File: src/rtl/alu_pkg.sv
// Shared constants and helpers for the vector ALU lanes.
package alu_pkg;

    localparam logic ADD = 1'b0;
    localparam logic SUB = 1'b1;

    // Results are 64 bits wide; callers keep the low WIDTH bits (WIDTH <= 64).
    function automatic logic [63:0] sat_max(input int width);
        return (64'd1 << (width - 1)) - 64'd1;
    endfunction

    // Only the sign bit is set once truncated to WIDTH bits: -2^(WIDTH-1).
    function automatic logic [63:0] sat_min(input int width);
        return 64'd1 << (width - 1);
    endfunction

endpackage

File: src/rtl/adder_core.sv
// Combinational signed add/subtract: operand inversion, ripple-carry chain, overflow detect.
module adder_core
    import alu_pkg::*;
#(
    parameter int WIDTH = 8
) (
    input  logic [WIDTH-1:0] in1_i,
    input  logic [WIDTH-1:0] in2_i,
    input  logic             sub_i,
    output logic [WIDTH-1:0] sum_o,
    output logic             cout_o,
    output logic             ovf_o
);

    logic [WIDTH-1:0] b_eff;
    logic [WIDTH-1:0] prop;
    logic [WIDTH-1:0] gen;
    logic [WIDTH:0]   carry;

    assign b_eff = (sub_i == ADD) ? in2_i : ~in2_i;

    for (genvar i = 0; i < WIDTH; i++) begin : g_bit
        assign prop[i]  = in1_i[i] ^ b_eff[i];
        assign gen[i]   = in1_i[i] & b_eff[i];
        assign sum_o[i] = prop[i] ^ carry[i];
    end

    // NOTE: blocking assignments let each carry[i+1] use the carry[i] just
    // computed; the full default on entry keeps the block free of latches.
    always_comb begin
        carry    = '0;
        carry[0] = (sub_i == SUB);
        for (int i = 0; i < WIDTH; i++) begin
            carry[i+1] = gen[i] | (prop[i] & carry[i]);
        end
    end

    assign cout_o = carry[WIDTH];
    assign ovf_o  = (in1_i[WIDTH-1] == b_eff[WIDTH-1]) &&
                    (sum_o[WIDTH-1] != in1_i[WIDTH-1]);

endmodule

File: src/rtl/adder.sv
// Per-lane signed add/subtract with optional saturation and one output register stage.
module adder
    import alu_pkg::*;
#(
    parameter int WIDTH    = 8,
    parameter bit SATURATE = 1'b0
) (
    input  logic             clk,
    input  logic             rst,
    input  logic [WIDTH-1:0] in1,
    input  logic [WIDTH-1:0] in2,
    input  logic             sub,
    output logic [WIDTH-1:0] out,
    output logic             ovf,
    output logic             cout
);

    localparam logic [63:0] SAT_MAX_L = sat_max(WIDTH);
    localparam logic [63:0] SAT_MIN_L = sat_min(WIDTH);

    logic [WIDTH-1:0] sum_c;
    logic             cout_c;
    logic             ovf_c;
    logic [WIDTH-1:0] out_d, out_q;
    logic             ovf_q;
    logic             cout_q;

    adder_core #(
        .WIDTH (WIDTH)
    ) u_core (
        .in1_i  (in1),
        .in2_i  (in2),
        .sub_i  (sub),
        .sum_o  (sum_c),
        .cout_o (cout_c),
        .ovf_o  (ovf_c)
    );

    // On overflow the true result has the sign of in1, so clamp toward it.
    always_comb begin
        out_d = sum_c;
        if (SATURATE && ovf_c) begin
            out_d = in1[WIDTH-1] ? SAT_MIN_L[WIDTH-1:0] : SAT_MAX_L[WIDTH-1:0];
        end
    end

    // NOTE: non-blocking assignments for registered state; the synchronous
    // reset clears every flop so nothing downstream ever sees X.
    always_ff @(posedge clk) begin
        if (rst) begin
            out_q  <= '0;
            ovf_q  <= 1'b0;
            cout_q <= 1'b0;
        end else begin
            out_q  <= out_d;
            ovf_q  <= ovf_c;
            cout_q <= cout_c;
        end
    end

    assign out  = out_q;
    assign ovf  = ovf_q;
    assign cout = cout_q;

endmodule

File: config.mk
export PLATFORM = sky130hd
export DESIGN_NAME = adder
export DESIGN_NICKNAME = d
export VERILOG_FILES = /design/src/rtl/alu_pkg.sv /design/src/rtl/adder_core.sv /design/src/rtl/adder.sv
export SDC_FILE = /design/constraint.sdc
export NUM_CORES = 1
export LEC_CHECK = 0
export CAP_MARGIN = 0
export CORE_UTILIZATION = 37
export CTS_CLUSTER_SIZE = 25
export DETAILED_ROUTE_END_ITERATION = 10
export PLACE_DENSITY = 0.82
export SLEW_MARGIN = 40
export SYNTH_ARGS = -nofsm -noshare
export SYNTH_HDL_FRONTEND = slang
export SYNTH_SLANG_ARGS = --single-unit
export TNS_END_PERCENT = 50
File: constraint.sdc
create_clock -name clk -period 5.6 [get_ports clk]
set_clock_uncertainty 0.15 [all_clocks]
set_input_delay 1.12 -clock clk [delete_from_list [all_inputs] [get_ports clk]]
set_output_delay 1.12 -clock clk [all_outputs]
set_load 0.01 [all_outputs]
==> impl_metrics.toml <==
[sta]
tightest_slew_ns = 0.379
max_freq_mhz = 202
period_share_pct = 88.5
setup_viol = 0
rsz0062_at_grt = "no"
slew_headroom_pct = 74.6
setup-tns-final_ns = 0
slew_violations = 0
hold_violations = 0
min_period_ns = 4.95

[critical_path]
critPathLaunch = "sub"
worst_ep_arrival_time_ns = 4.94
path_max_fanout = 4
path_class = "primary input to flop"
required_ns = 5.59
worst_setup_path_end_kind = "flop"
worstSetupStartpointType = "primary input"

[cells_and_area]
final_common_cell = "clkdlybuf4s50_1"
finalNetCount = 106
syn2layout_area_growth_pct = 57.9
stdcell_count = 92
n_antenna_cell = 0
final_cell_mix = "clkdlybuf4s50_1 (28), dfxtp_1 (10), xnor2_1 (8)"
drive_gt1_share_pct = 7.79

[pwr]
power.internal_mw = 0.155
switchingPower_mw = 0.0559
switching_share_pct = 26.5
p_comb_share_pct = 38.0
power_frac_seq_pct = 40.3
p_leak_nw = 0.353
ir_drop_v = 0.000107
clkPwrFrac_pct = 21.7
p_per_area_nw_per_um2 = 247

[logic_synthesis]
ys_ff_latch = 10
ys_warn_count = 0
synth_fp_nets = 74
synth_cells = 47
syn-cell-area_um2 = 541
ys_seq_area_share_pct = 37.0
avgSynthCellArea_um2 = 11.5
ys_types = 12

[placement]
hpwl_um = 823
dp.cells = 89
io_buffers = 28
gp_congestion = 0.774

[floorplan]
ios = 29
die-area_um2 = 1620
die_h_um = 40.2
core_um2 = 1330
die_x_um = 40.2
rows = 13
start_util_pct = 40.5

[grt]
grt_overflow = 0
grt_first_pass_wirelength_um = 1530
grtUsageTotal_pct = 15.7
grt_max_degree = 11
antenna_found_initial = 0
grt_pass1_vias = 357

[clocking]
ctsResizeCount = 0
htreeDepth = 1
cts_buffers = 3
postCtsHoldBufs = 0
cts.sinks = 10
tritoncts = "done"
cts-root-buf = "clkbuf_4"
path_clk_slew_ns = 0.06
clockBufferDepth = 2
cts_setup_buffers = 0

[run]
drv_cap = 0

[status]
status = "complete, no violations"

[drt]
drc = 0
via_count = 404
drtPass1Iterations = 4
wire_per_inst_um = 11.4
drtAntennaViolNets = 0
drt_iter0_drc = 8
viasPerCell = 4.39
drt-total-wl_um = 1050

[min_path]
hold-path-cell-count = 3
min_from = "in1[0]"
worstHoldPathType = "primary input to flop"
holdPathEnd = "out[0]"
==> per-layer routing <==
layer	up-vias	routed length [µm]	share of wire (%)	GRT usage [%]
li1	194	-	-	-
met1	181	433	41	17.1
met2	24	493	47	26.2
met3	5	81	7.7	1.67
met4	0	40	3.8	15.0
met5	-	0	0	0
==> sequential cells by signal (all words and copies together), names as in the netlist <==
| signal | count |
|---|---|
| cout | 1 |
| out | 8 |
| ovf | 1 |
==> cell type report <==
type / count / area [µm²]
Clock buffer: 3 / 22.5
Fill cell: 106 / 480
Timing Repair Buffer: 29 / 288
Inverter: 7 / 26.3
Tap cell: 15 / 18.8
Multi-Input combinational cell: 28 / 298
Sequential cell: 10 / 200
==> cell families (layout without fill, tap and decap cells) <==
| family | Yosys count | in the layout | share of synthesized area, % |
|---|---|---|---|
| buf+inv | 9 | 39 | 7.87 |
| xor+xnor | 9 | 9 | 16.0 |
| mux | 1 | 1 | 1.85 |
| flops | 10 | 10 | 37.0 |
| simple gates | 10 | 10 | 9.03 |
| fa+ha+maj | 8 | 8 | 28.2 |
==> power groups by stage <==
| stage | logic [mW] | clock network, mW | registers [mW] |
|---|---|---|---|
| 6_report | 0.0802 | 0.0457 | 0.0850 |
| 5_1_grt | 0.0893 | 0.0486 | 0.0858 |
| 4_1_cts | 0.0812 | 0.0465 | 0.0852 |
| 3_5_place_dp | 0.0795 | 0 | 0.0867 |
| 3_3_place_gp | 0.0775 | 0 | 0.0863 |
| 2_1_floorplan | 0.0328 | 0 | 0.0928 |
==> worst max path at each step <==
stage | endpoint | slack, ns
floorplan | ovf | 0.95
global placement | ovf | 0.47
detailed placement | ovf | 0.38
CTS | ovf | 0.64
global route | ovf | 0.49
finish | ovf | 0.65
==> synthesized netlist by cell type, drive strengths merged <==
cell type  number  area [µm²]
buf             2        16.3
dfxtp          10         200
fa              7         140
ha              1        12.5
inv             7        26.3
mux2i           1        10.0
nor2            7        26.3
nor2b           2        12.5
nor3            1        10.0
xnor2           8        70.1
xor2            1        16.3
==> stage by stage <==
| step | worst slack (ns) | instance area (µm²) | power (mW) | hold WS (ns) | utilization [%] |
|---|---|---|---|---|---|
| 2_1_floorplan | 0.951 | 541 | 0.126 | 1.11 | - |
| 3_3_place_gp | 0.470 | 831 | 0.164 | 1.66 | 62.3 |
| 3_5_place_dp | 0.383 | 831 | 0.166 | 1.66 | 62.3 |
| 4_1_cts | 0.639 | 853 | 0.213 | 1.39 | 64.0 |
| 5_1_grt | 0.489 | 853 | 0.224 | 1.44 | 64.0 |
| 6_report | 0.646 | 853 | 0.211 | 1.39 | 64.0 |
==> worst max-delay path: stages <==
cell and delay (ns):
clkdlybuf4s50_1 0.56, xnor2_1 0.12, fa_1 0.41, fa_1 0.39, fa_1 0.39, fa_1 0.40
fa_1 0.39, fa_1 0.37, inv_1 0.07, fa_1 0.45, xnor2_1 0.21, nor3_2 0.05
No activity file was read; power rests on OpenSTA's default activity.
